--- src/rtl/id_operand_collect_pkg.sv ---
// Shared definitions for the ID-stage operand collector: default widths,
// the control-state encoding and the saturating counter helper.
package id_operand_collect_pkg;

   // Default widths shared with the bypass network.
   localparam int AW_DEF   = 5;    // register address width, r0 reads as zero
   localparam int DW_DEF   = 32;   // operand / forwarded data width
   localparam int TAGW_DEF = 32;   // opaque instruction tag (PC)
   localparam int CNTW     = 32;   // stall counter width

   // Width of one forwarding triple {we, rdy, addr, data} as the bypass
   // network packs it; WB has no rdy bit but keeps the same layout.
   localparam int FWDW_DEF = 2 + AW_DEF + DW_DEF;

   // Stage control: the stage either holds a decoded instruction or not.
   typedef enum logic {
      ST_EMPTY = 1'b0,
      ST_HELD  = 1'b1
   } ctrl_state_e;

   // Increment that sticks at all-ones instead of wrapping.
   function automatic logic [CNTW-1:0] sat_inc(input logic [CNTW-1:0] v);
      return (&v) ? v : v + {{(CNTW-1){1'b0}}, 1'b1};
   endfunction

endpackage

--- src/rtl/id_operand_collect_if.sv ---
// Bus bundle for the operand collector: IF-side handshake, regfile read
// port, the three forwarding triples, EXE-side handshake and the stall
// counter.
//
// Handshake semantics (both sides): a transfer happens on a rising edge
// where valid and allowin are both 1. The producer keeps valid and its
// payload stable until that edge; allowin may depend combinationally on
// the consumer's downstream allowin, never on the producer's valid.
interface id_operand_collect_if #(
   parameter int AW   = 5,
   parameter int DW   = 32,
   parameter int TAGW = 32
);

   logic            flush;
   // IF side
   logic            in_valid;
   logic            in_allowin;
   logic [TAGW-1:0] in_tag;
   logic [AW-1:0]   in_src1;
   logic [AW-1:0]   in_src2;
   logic            in_use1;
   logic            in_use2;
   // regfile read port
   logic [AW-1:0]   rf_raddr1;
   logic [AW-1:0]   rf_raddr2;
   logic [DW-1:0]   rf_rdata1;
   logic [DW-1:0]   rf_rdata2;
   // forwarding from younger stages
   logic            exe_fwd_we;
   logic [AW-1:0]   exe_fwd_addr;
   logic [DW-1:0]   exe_fwd_data;
   logic            exe_fwd_rdy;
   logic            mem_fwd_we;
   logic [AW-1:0]   mem_fwd_addr;
   logic [DW-1:0]   mem_fwd_data;
   logic            mem_fwd_rdy;
   logic            wb_fwd_we;
   logic [AW-1:0]   wb_fwd_addr;
   logic [DW-1:0]   wb_fwd_data;
   // EXE side
   logic            out_valid;
   logic            out_allowin;
   logic [TAGW-1:0] out_tag;
   logic [DW-1:0]   out_op1;
   logic [DW-1:0]   out_op2;
   logic [31:0]     stall_cnt;

   // The collector itself.
   modport slave (
      input  flush,
      input  in_valid, in_tag, in_src1, in_src2, in_use1, in_use2,
      output in_allowin,
      output rf_raddr1, rf_raddr2,
      input  rf_rdata1, rf_rdata2,
      input  exe_fwd_we, exe_fwd_addr, exe_fwd_data, exe_fwd_rdy,
      input  mem_fwd_we, mem_fwd_addr, mem_fwd_data, mem_fwd_rdy,
      input  wb_fwd_we, wb_fwd_addr, wb_fwd_data,
      output out_valid, out_tag, out_op1, out_op2,
      input  out_allowin,
      output stall_cnt
   );

   // The surrounding pipeline (IF/ID register, regfile, bypass, EXE).
   modport master (
      output flush,
      output in_valid, in_tag, in_src1, in_src2, in_use1, in_use2,
      input  in_allowin,
      input  rf_raddr1, rf_raddr2,
      output rf_rdata1, rf_rdata2,
      output exe_fwd_we, exe_fwd_addr, exe_fwd_data, exe_fwd_rdy,
      output mem_fwd_we, mem_fwd_addr, mem_fwd_data, mem_fwd_rdy,
      output wb_fwd_we, wb_fwd_addr, wb_fwd_data,
      input  out_valid, out_tag, out_op1, out_op2,
      output out_allowin,
      input  stall_cnt
   );

endinterface

--- src/rtl/id_operand_collect_fwd_select.sv ---
// Resolves one source operand from the bypass network or the regfile and
// flags whether the producing stage has not got the data yet.
module id_operand_collect_fwd_select #(
   parameter int AW = 5,
   parameter int DW = 32
) (
   input  logic [AW-1:0] i_src,
   input  logic          i_use,
   input  logic          i_exe_we,
   input  logic [AW-1:0] i_exe_addr,
   input  logic [DW-1:0] i_exe_data,
   input  logic          i_exe_rdy,
   input  logic          i_mem_we,
   input  logic [AW-1:0] i_mem_addr,
   input  logic [DW-1:0] i_mem_data,
   input  logic          i_mem_rdy,
   input  logic          i_wb_we,
   input  logic [AW-1:0] i_wb_addr,
   input  logic [DW-1:0] i_wb_data,
   input  logic [DW-1:0] i_rf_data,
   output logic [DW-1:0] o_value,
   output logic          o_hazard
);

   logic w_live;
   logic w_exe_hit;
   logic w_mem_hit;
   logic w_wb_hit;

   // r0 and unused sources never depend on anything.
   assign w_live    = i_use && (i_src != '0);
   assign w_exe_hit = i_exe_we && (i_exe_addr == i_src);
   assign w_mem_hit = i_mem_we && (i_mem_addr == i_src);
   assign w_wb_hit  = i_wb_we  && (i_wb_addr  == i_src);

   // Youngest matching stage wins; a hazarded match does not fall through
   // to an older stage, since the older copy is stale.
   always_comb begin
      o_value  = '0;
      o_hazard = 1'b0;
      if (w_live) begin
         if (w_exe_hit) begin
            o_value  = i_exe_data;
            o_hazard = !i_exe_rdy;
         end else if (w_mem_hit) begin
            o_value  = i_mem_data;
            o_hazard = !i_mem_rdy;
         end else if (w_wb_hit) begin
            o_value  = i_wb_data;
         end else begin
            o_value  = i_rf_data;
         end
      end
   end

endmodule

--- src/rtl/id_operand_collect.sv ---
// ID-stage operand collector: holds one decoded instruction, resolves both
// sources through the bypass network, stalls on not-ready producers and
// presents registered operands to EXE. Counts hazard-stall cycles.
module id_operand_collect
   import id_operand_collect_pkg::*;
#(
   parameter int AW   = AW_DEF,
   parameter int DW   = DW_DEF,
   parameter int TAGW = TAGW_DEF
) (
   input  logic                 clk,
   input  logic                 reset,
   id_operand_collect_if.slave  bus,
   output ctrl_state_e          o_dbg_state
);

   // control state: EMPTY / HELD mirrors the hold-register valid bit
   ctrl_state_e     r_state;
   ctrl_state_e     w_state_nxt;

   // hold register (decoded instruction waiting for its operands)
   logic [TAGW-1:0] r_tag;
   logic [AW-1:0]   r_src1;
   logic [AW-1:0]   r_src2;
   logic            r_use1;
   logic            r_use2;

   // output stage towards EXE
   logic            r_out_valid;
   logic [TAGW-1:0] r_out_tag;
   logic [DW-1:0]   r_out_op1;
   logic [DW-1:0]   r_out_op2;
   logic [CNTW-1:0] r_stall_cnt;

   logic            w_hold_valid;
   logic [DW-1:0]   w_val1;
   logic [DW-1:0]   w_val2;
   logic            w_haz1;
   logic            w_haz2;
   logic            w_ready_go;
   logic            w_fire;
   logic            w_allowin;
   logic            w_accept;

   assign w_hold_valid = (r_state == ST_HELD);
   assign w_ready_go   = w_hold_valid && !w_haz1 && !w_haz2;
   assign w_fire       = w_ready_go && (!r_out_valid || bus.out_allowin);
   assign w_allowin    = !w_hold_valid || w_fire;
   assign w_accept     = bus.in_valid && w_allowin;

   assign bus.in_allowin = w_allowin;
   assign bus.rf_raddr1  = r_src1;
   assign bus.rf_raddr2  = r_src2;
   assign bus.out_valid  = r_out_valid;
   assign bus.out_tag    = r_out_tag;
   assign bus.out_op1    = r_out_op1;
   assign bus.out_op2    = r_out_op2;
   assign bus.stall_cnt  = r_stall_cnt;
   assign o_dbg_state    = r_state;

   id_operand_collect_fwd_select #(.AW(AW), .DW(DW)) u_sel1 (
      .i_src      (r_src1),
      .i_use      (r_use1),
      .i_exe_we   (bus.exe_fwd_we),
      .i_exe_addr (bus.exe_fwd_addr),
      .i_exe_data (bus.exe_fwd_data),
      .i_exe_rdy  (bus.exe_fwd_rdy),
      .i_mem_we   (bus.mem_fwd_we),
      .i_mem_addr (bus.mem_fwd_addr),
      .i_mem_data (bus.mem_fwd_data),
      .i_mem_rdy  (bus.mem_fwd_rdy),
      .i_wb_we    (bus.wb_fwd_we),
      .i_wb_addr  (bus.wb_fwd_addr),
      .i_wb_data  (bus.wb_fwd_data),
      .i_rf_data  (bus.rf_rdata1),
      .o_value    (w_val1),
      .o_hazard   (w_haz1)
   );

   id_operand_collect_fwd_select #(.AW(AW), .DW(DW)) u_sel2 (
      .i_src      (r_src2),
      .i_use      (r_use2),
      .i_exe_we   (bus.exe_fwd_we),
      .i_exe_addr (bus.exe_fwd_addr),
      .i_exe_data (bus.exe_fwd_data),
      .i_exe_rdy  (bus.exe_fwd_rdy),
      .i_mem_we   (bus.mem_fwd_we),
      .i_mem_addr (bus.mem_fwd_addr),
      .i_mem_data (bus.mem_fwd_data),
      .i_mem_rdy  (bus.mem_fwd_rdy),
      .i_wb_we    (bus.wb_fwd_we),
      .i_wb_addr  (bus.wb_fwd_addr),
      .i_wb_data  (bus.wb_fwd_data),
      .i_rf_data  (bus.rf_rdata2),
      .o_value    (w_val2),
      .o_hazard   (w_haz2)
   );

   // control state register
   always_ff @(posedge clk) begin
      if (reset) begin
         r_state <= ST_EMPTY;
      end else begin
         r_state <= w_state_nxt;
      end
   end

   // next state: flush empties; accept (possibly a reload on fire) holds;
   // a fire without reload empties; hazard/back-pressure keeps holding
   always_comb begin
      w_state_nxt = r_state;
      if (bus.flush) begin
         w_state_nxt = ST_EMPTY;
      end else if (w_accept) begin
         w_state_nxt = ST_HELD;
      end else if (w_fire) begin
         w_state_nxt = ST_EMPTY;
      end
   end

   // hold register payload: captured on accept, ignored during flush
   always_ff @(posedge clk) begin
      if (reset) begin
         r_tag  <= '0;
         r_src1 <= '0;
         r_src2 <= '0;
         r_use1 <= 1'b0;
         r_use2 <= 1'b0;
      end else if (!bus.flush && w_accept) begin
         r_tag  <= bus.in_tag;
         r_src1 <= bus.in_src1;
         r_src2 <= bus.in_src2;
         r_use1 <= bus.in_use1;
         r_use2 <= bus.in_use2;
      end
   end

   // output stage: load on fire, drain once EXE takes it, hold otherwise
   always_ff @(posedge clk) begin
      if (reset) begin
         r_out_valid <= 1'b0;
         r_out_tag   <= '0;
         r_out_op1   <= '0;
         r_out_op2   <= '0;
      end else if (bus.flush) begin
         r_out_valid <= 1'b0;
      end else if (w_fire) begin
         r_out_valid <= 1'b1;
         r_out_tag   <= r_tag;
         r_out_op1   <= w_val1;
         r_out_op2   <= w_val2;
      end else if (bus.out_allowin) begin
         r_out_valid <= 1'b0;
      end
   end

   // stall counter: counts hazard cycles only, survives flush
   always_ff @(posedge clk) begin
      if (reset) begin
         r_stall_cnt <= '0;
      end else if (w_hold_valid && !w_ready_go && !bus.flush) begin
         r_stall_cnt <= sat_inc(r_stall_cnt);
      end
   end

endmodule

--- src/flat_wrapper.sv ---
// flat-port wrapper written by rule: the top's interface ports become plain ports
module id_operand_collect_flat import id_operand_collect_pkg::*;
#(
   parameter int AW   = AW_DEF,
   parameter int DW   = DW_DEF,
   parameter int TAGW = TAGW_DEF
)
  (clk, reset, o_dbg_state, bus_flush, bus_in_valid, bus_in_tag, bus_in_src1, bus_in_src2, bus_in_use1, bus_in_use2, bus_in_allowin, bus_rf_raddr1, bus_rf_raddr2, bus_rf_rdata1, bus_rf_rdata2, bus_exe_fwd_we, bus_exe_fwd_addr, bus_exe_fwd_data, bus_exe_fwd_rdy, bus_mem_fwd_we, bus_mem_fwd_addr, bus_mem_fwd_data, bus_mem_fwd_rdy, bus_wb_fwd_we, bus_wb_fwd_addr, bus_wb_fwd_data, bus_out_valid, bus_out_tag, bus_out_op1, bus_out_op2, bus_out_allowin, bus_stall_cnt);
  id_operand_collect_if #(.AW(AW), .DW(DW), .TAGW(TAGW)) bus_i ();
  input  logic clk;
  input  logic reset;
  output ctrl_state_e o_dbg_state;
  input wire logic [$bits(bus_i.flush)-1:0] bus_flush;
  input wire logic [$bits(bus_i.in_valid)-1:0] bus_in_valid;
  input wire logic [$bits(bus_i.in_tag)-1:0] bus_in_tag;
  input wire logic [$bits(bus_i.in_src1)-1:0] bus_in_src1;
  input wire logic [$bits(bus_i.in_src2)-1:0] bus_in_src2;
  input wire logic [$bits(bus_i.in_use1)-1:0] bus_in_use1;
  input wire logic [$bits(bus_i.in_use2)-1:0] bus_in_use2;
  output wire logic [$bits(bus_i.in_allowin)-1:0] bus_in_allowin;
  output wire logic [$bits(bus_i.rf_raddr1)-1:0] bus_rf_raddr1;
  output wire logic [$bits(bus_i.rf_raddr2)-1:0] bus_rf_raddr2;
  input wire logic [$bits(bus_i.rf_rdata1)-1:0] bus_rf_rdata1;
  input wire logic [$bits(bus_i.rf_rdata2)-1:0] bus_rf_rdata2;
  input wire logic [$bits(bus_i.exe_fwd_we)-1:0] bus_exe_fwd_we;
  input wire logic [$bits(bus_i.exe_fwd_addr)-1:0] bus_exe_fwd_addr;
  input wire logic [$bits(bus_i.exe_fwd_data)-1:0] bus_exe_fwd_data;
  input wire logic [$bits(bus_i.exe_fwd_rdy)-1:0] bus_exe_fwd_rdy;
  input wire logic [$bits(bus_i.mem_fwd_we)-1:0] bus_mem_fwd_we;
  input wire logic [$bits(bus_i.mem_fwd_addr)-1:0] bus_mem_fwd_addr;
  input wire logic [$bits(bus_i.mem_fwd_data)-1:0] bus_mem_fwd_data;
  input wire logic [$bits(bus_i.mem_fwd_rdy)-1:0] bus_mem_fwd_rdy;
  input wire logic [$bits(bus_i.wb_fwd_we)-1:0] bus_wb_fwd_we;
  input wire logic [$bits(bus_i.wb_fwd_addr)-1:0] bus_wb_fwd_addr;
  input wire logic [$bits(bus_i.wb_fwd_data)-1:0] bus_wb_fwd_data;
  output wire logic [$bits(bus_i.out_valid)-1:0] bus_out_valid;
  output wire logic [$bits(bus_i.out_tag)-1:0] bus_out_tag;
  output wire logic [$bits(bus_i.out_op1)-1:0] bus_out_op1;
  output wire logic [$bits(bus_i.out_op2)-1:0] bus_out_op2;
  input wire logic [$bits(bus_i.out_allowin)-1:0] bus_out_allowin;
  output wire logic [$bits(bus_i.stall_cnt)-1:0] bus_stall_cnt;
  assign bus_i.flush = bus_flush;
  assign bus_i.in_valid = bus_in_valid;
  assign bus_i.in_tag = bus_in_tag;
  assign bus_i.in_src1 = bus_in_src1;
  assign bus_i.in_src2 = bus_in_src2;
  assign bus_i.in_use1 = bus_in_use1;
  assign bus_i.in_use2 = bus_in_use2;
  assign bus_in_allowin = bus_i.in_allowin;
  assign bus_rf_raddr1 = bus_i.rf_raddr1;
  assign bus_rf_raddr2 = bus_i.rf_raddr2;
  assign bus_i.rf_rdata1 = bus_rf_rdata1;
  assign bus_i.rf_rdata2 = bus_rf_rdata2;
  assign bus_i.exe_fwd_we = bus_exe_fwd_we;
  assign bus_i.exe_fwd_addr = bus_exe_fwd_addr;
  assign bus_i.exe_fwd_data = bus_exe_fwd_data;
  assign bus_i.exe_fwd_rdy = bus_exe_fwd_rdy;
  assign bus_i.mem_fwd_we = bus_mem_fwd_we;
  assign bus_i.mem_fwd_addr = bus_mem_fwd_addr;
  assign bus_i.mem_fwd_data = bus_mem_fwd_data;
  assign bus_i.mem_fwd_rdy = bus_mem_fwd_rdy;
  assign bus_i.wb_fwd_we = bus_wb_fwd_we;
  assign bus_i.wb_fwd_addr = bus_wb_fwd_addr;
  assign bus_i.wb_fwd_data = bus_wb_fwd_data;
  assign bus_out_valid = bus_i.out_valid;
  assign bus_out_tag = bus_i.out_tag;
  assign bus_out_op1 = bus_i.out_op1;
  assign bus_out_op2 = bus_i.out_op2;
  assign bus_i.out_allowin = bus_out_allowin;
  assign bus_stall_cnt = bus_i.stall_cnt;
  id_operand_collect #(.AW(AW), .DW(DW), .TAGW(TAGW)) u_core (.clk(clk), .reset(reset), .bus(bus_i), .o_dbg_state(o_dbg_state));
endmodule
--- config.mk ---
export PLATFORM = sky130hd
export DESIGN_NAME = id_operand_collect_flat
export DESIGN_NICKNAME = d
export VERILOG_FILES = /design/src/rtl/id_operand_collect_pkg.sv /design/src/rtl/id_operand_collect_if.sv /design/src/rtl/id_operand_collect_fwd_select.sv /design/src/rtl/id_operand_collect.sv /design/src/flat_wrapper.sv
export SDC_FILE = /design/constraint.sdc
export NUM_CORES = 1
export LEC_CHECK = 0
export CORE_MARGIN = 10
export CORE_UTILIZATION = 41
export CTS_BUF_LIST = sky130_fd_sc_hd__clkbuf_4 sky130_fd_sc_hd__clkbuf_8
export CTS_CLUSTER_DIAMETER = 100
export DETAILED_ROUTE_END_ITERATION = 8
export PLACE_DENSITY = 0.8
export SETUP_SLACK_MARGIN = 0.1
export SLEW_MARGIN = 20
export SYNTH_ARGS = -nofsm -noshare
export SYNTH_HDL_FRONTEND = slang
export SYNTH_HIERARCHICAL = 1
export SYNTH_SLANG_ARGS = --single-unit
--- constraint.sdc ---
create_clock -name clk -period 2.9 [get_ports clk]
set_input_delay 0.435 -clock clk [delete_from_list [all_inputs] [get_ports clk]]
set_output_delay 0.435 -clock clk [all_outputs]
set_load 0.02 [all_outputs]
==> out/results.txt <==
The run gives 10.33k as the via count of the first global-routing pass. Sorting the synthesized cells by area gives the leading types as sky130_fd_sc_hd__dfxtp_1 38%, sky130_fd_sc_hd__nand2_1 12%, sky130_fd_sc_hd__a21oi_1 8.5%, sky130_fd_sc_hd__mux2i_1 7.0%, sky130_fd_sc_hd__o211ai_1 5.2%. The run gives 370 as the I/O pin count. Registers are responsible for 47.5% of the overall power. The worst max-slew margin expressed relative to the limit is 32.71%. The flow ran to the end, but the final reports show violations. The first detailed-routing pass ran for 6 iterations.

The initial standard-cell utilization of the core came out at 41.84%. For the cell area after synthesis, the log shows 9188 um^2. The checks that failed: setup timing. The synthesized netlist devotes 16.31% of its cell area to compound gates. The final critical path time including I/O delays and setup came out at 3.244 ns.

The final estimated routing congestion in global placement was 0.9209; the worst setup margin was -0.3441 ns. Dividing total power by cell area gives a power density of 345.9 nW/um^2. The fraction of synthesized cell area in xor and xnor cells is 3.908%. For this block, the initial DRC count from the detailed router was 1,282.

The routed design has 43,510 um of wire. The die area was 28,800 um^2. For the via total after detailed routing, the log shows 10.95k. Largest area contributor in the netlist: sky130_fd_sc_hd__dfxtp_1.

The part of the power in the clock network was 35.2%; the count of final hold-check violations was 0. VDD sags by at most 0.2665 mV. The adder and majority cell fraction of the synthesized area works out to 0.1362%. For the placed instance area, the log shows 13,420 um^2. The maximum root-to-sink buffer count is 2. The logs give 0.01976 ns for the worst clock skew on the final layout and 3.22 ns for the critical path data required time. The total of max-cap violations is 0. The logs give 0 for the post-detailed-route count of antenna-violating nets and 29,360 um for the half-perimeter wire length after detailed placement. The analysis attributes to net switching a power of 1556 uW. By area, the combinational part of the netlist is dominated by simple AND/OR/NAND/NOR gates.

For the worst flop-to-flop path, the logic depth is 12. Across every metal layer, demand over resource in global routing totals 26.35%. The path class of the tightest hold or removal check is register to register. The relative area change from synthesis to final layout works out to 62.18%. By startpoint and endpoint, the worst setup path is classified as register to register.

The area share of the largest cell type after synthesis works out to 37.91%. The prevailing post-synth register cell was sky130_fd_sc_hd__dfxtp_1. The region available for standard cell placement spans 21,960 um^2. Buffers inserted during clock tree synthesis total 17. The number of nets handed over by synthesis was 1,410.

The run gives 3.56 ns as the arrival time of data at the critical path endpoint. The area share of and/or/nand/nor cells after synthesis is 28.08%. The count of buffers added on input and output ports is 369. The tools report the leakage power as 0.005435 uW.

The tightest hold margin was 0.4586 ns. The number of pins with negative max-slew slack in the final report was 0; the switching portion of total power was 30.19%. Most instantiated library cell after synthesis: sky130_fd_sc_hd__nand2_1. The die width was 169.7 um; the count of clock tree sinks was 174. After detailed routing, the average wire length per cell comes to 23.27 um.

The run gives 0 as the DRC violation count after routing. The total of hold buffers inserted after clock tree synthesis was 0. The internal portion of the total power is 3598 uW.

Setup violations remaining at the end of the flow were counted as 166. TritonCTS built the clock tree. For this design, the slowest cell found on the critical path is sky130_fd_sc_hd__or4b_1. For the count of cell types in the netlist, the log shows 54.

The portion of netlist area occupied by mux cells was 7.585%; the number of fill cells in the layout was 1,761. Async set-reset flop share out of synthesis: 0%. Setup repair after global routing could not meet its margin everywhere.

The total global routing overflow is 0. The maximum fanout along the worst path is 6, and the clock-pin transition on the worst setup and hold timing paths is 0.12 ns. Pin count of the biggest net entering global routing: 132.

STA classifies the critical path startpoint as a register. Dividing the final minimum period by the clock period gives 111.9%. The tools report the initial antenna violation count as 9. The run gives 54 as the site row count. Height of the die: 169.7 um. The synthesized design contains 174 register bits. STA classifies the critical path endpoint as a register. In the synthesized netlist, the number of instances is 1,180. The part of the total power dissipated in combinational logic came out at 17.2%. During synthesis, Yosys emitted a total of 6 warnings. The number of enable flip-flop cells after synthesis works out to 0.

The global-route wire length before repair is 60,270 um. The ratio of cells with drive above 1 in the final layout was 15.52%; the actual transition at the worst max-transition pin was 1.009 ns. The number of cells traversed by the worst hold path is 2, and the number of nets in the final layout is 1,802. Clock tree synthesis selected as its root buffer the cell sky130_fd_sc_hd__clkbuf_8.

The signal on the critical path passes through xor2_2, nor4_4, buf_4, and3_4, nand3b_1, a21boi_2, nor2_4, or4b_1, a2111o_1, buf_6, o31ai_1, a21oi_2. Mean post-synth cell area: 7.786 um^2. The average vias per placed instance is 5.857. For the deepest level of the CTS H-tree, the log shows 4. The sequential share of the synthesized area came out at 37.91%. Static timing analysis puts the maximum clock frequency at 308.3 MHz. The stage delay of the slowest cell on the critical path is 0.52 ns.

The tools report the total non-filler cell area in the finished layout as 14,900 um^2. By count the netlist is led by 291 x sky130_fd_sc_hd__nand2_1, 174 x sky130_fd_sc_hd__dfxtp_1, 156 x sky130_fd_sc_hd__a21oi_1, 80 x sky130_fd_sc_hd__nand3_1, 76 x sky130_fd_sc_hd__nand4_1. Clock latency at the later pin of the worst-skew pair: 0.47 ns.
-- area by class of cell --
class                   instances  area, um^2  share of cell area (%)
multi-input cells             900        5488                   36.83
repair buffers                475        5110                   34.29
flip-flops and latches        174        3502                   23.50
well taps                     280       350.3                   2.351
clock buffers                  17       234.0                   1.570
clock inverters                15       188.9                   1.268
inverters                       4       15.01                  0.1008
diodes                          5       12.51                 0.08397
-- registers in the layout, indices dropped and copies added, names as in the netlist --
signal,flops
u_core/bus.out_op2,32
u_core/o_dbg_state,1
u_core/bus.out_op1,32
u_core/bus.out_tag,32
u_core/bus.out_valid,1
u_core/bus.rf_raddr2,5
u_core/r_use2,1
u_core/r_use1,1
u_core/bus.stall_cnt,32
u_core/bus.rf_raddr1,5
u_core/r_tag,32
-- worst paths after layout --
check	slack [ns]	to	startpoint
worst min register to register	0.46	u_core/bus.out_op2[20]$_SDFFE_PP0P_	u_core/bus.out_op2[20]$_SDFFE_PP0P_
worst max register to register	-0.34	u_core/bus.stall_cnt[29]$_SDFFE_PP0P_	u_core/bus.rf_raddr1[4]$_SDFFE_PP0P_
worst max-delay path	-0.34	u_core/bus.stall_cnt[29]$_SDFFE_PP0P_	u_core/bus.rf_raddr1[4]$_SDFFE_PP0P_
worst min-delay path	0.46	u_core/bus.out_op2[20]$_SDFFE_PP0P_	u_core/bus.out_op2[20]$_SDFFE_PP0P_
-- cells in the final DEF, fill, tap and decap left out, drive strengths merged, types with 7 or more instances in the layout --
cell type / Yosys / final
clkdlybuf4s50: 0 / 364
nand2: 291 / 291
dfxtp: 174 / 174
a21oi: 156 / 156
buf: 44 / 92
nand3: 82 / 82
nand4: 77 / 77
mux2i: 64 / 64
o211ai: 64 / 64
clkbuf: 60 / 32
xor2: 27 / 27
nor2: 24 / 24
xnor2: 14 / 14
inv: 4 / 13
and3: 11 / 11
nor4: 9 / 9
a211oi: 9 / 9
or3: 7 / 7
o21ai: 7 / 7
or4: 7 / 7
-- worst max-delay path, delay by kind of cell (launching register included) --
family	cells	cell delay [ns]
AND/OR/NAND/NOR	5	1.23
AO/OA/AOI/OAI	4	0.98
flip-flops	1	0.39
buffers and inverters	2	0.32
XOR/XNOR	1	0.16
-- timing repair --
action | CTS | global route
cloned | 2 | 24
pin swaps | 13 | 17
setup buffers | 8 | 8
setup endpoints to repair | 173 | 170
resized for setup | 35 | 66
-- cells by family (layout without fill, tap and decap cells) --
group	after synthesis	after routing
flops	174	174
compound gates	252	252
simple gates	535	537
xor+xnor	41	41
other cells	0	5
fa+ha+maj	1	1
mux	69	69
buf+inv	108	511
-- metal layers --
layer | global-route usage, % | routed length [um] | part of all wire, % | vias to the layer above
met5 | 0 | 46 | 0.11 | -
met4 | 7.135 | 1064 | 2.4 | 8
met3 | 9.421 | 5088 | 12 | 91
met2 | 44.30 | 20930 | 48 | 669
met1 | 31.09 | 16390 | 38 | 5184
li1 | - | - | - | 5001
-- power by group through the flow --
stage	registers (uW)	clock network, uW	logic [uW]
after floorplan	2510	0	263
after global placement	2500	0	754
after detailed placement	2500	0	762
after CTS	2450	1850	800
after global routing	2450	1940	929
final	2450	1820	888
-- through the flow --
step	setup WS, ns	setup TNS, ns	instances	utilization (%)	total power [uW]
after global routing	-0.4089	-39.80	1868	67.83	5324
after global placement	-0.8886	-81.91	1791	61.13	3256
after CTS	-0.2573	-1.091	1833	64.28	5095
after floorplan	0.01891	0	1180	-	2776
final	-0.3441	-25.74	1870	67.86	5155
after detailed placement	-1.001	-100.18	1791	61.13	3265
No activity file was read; power rests on OpenSTA's default activity.
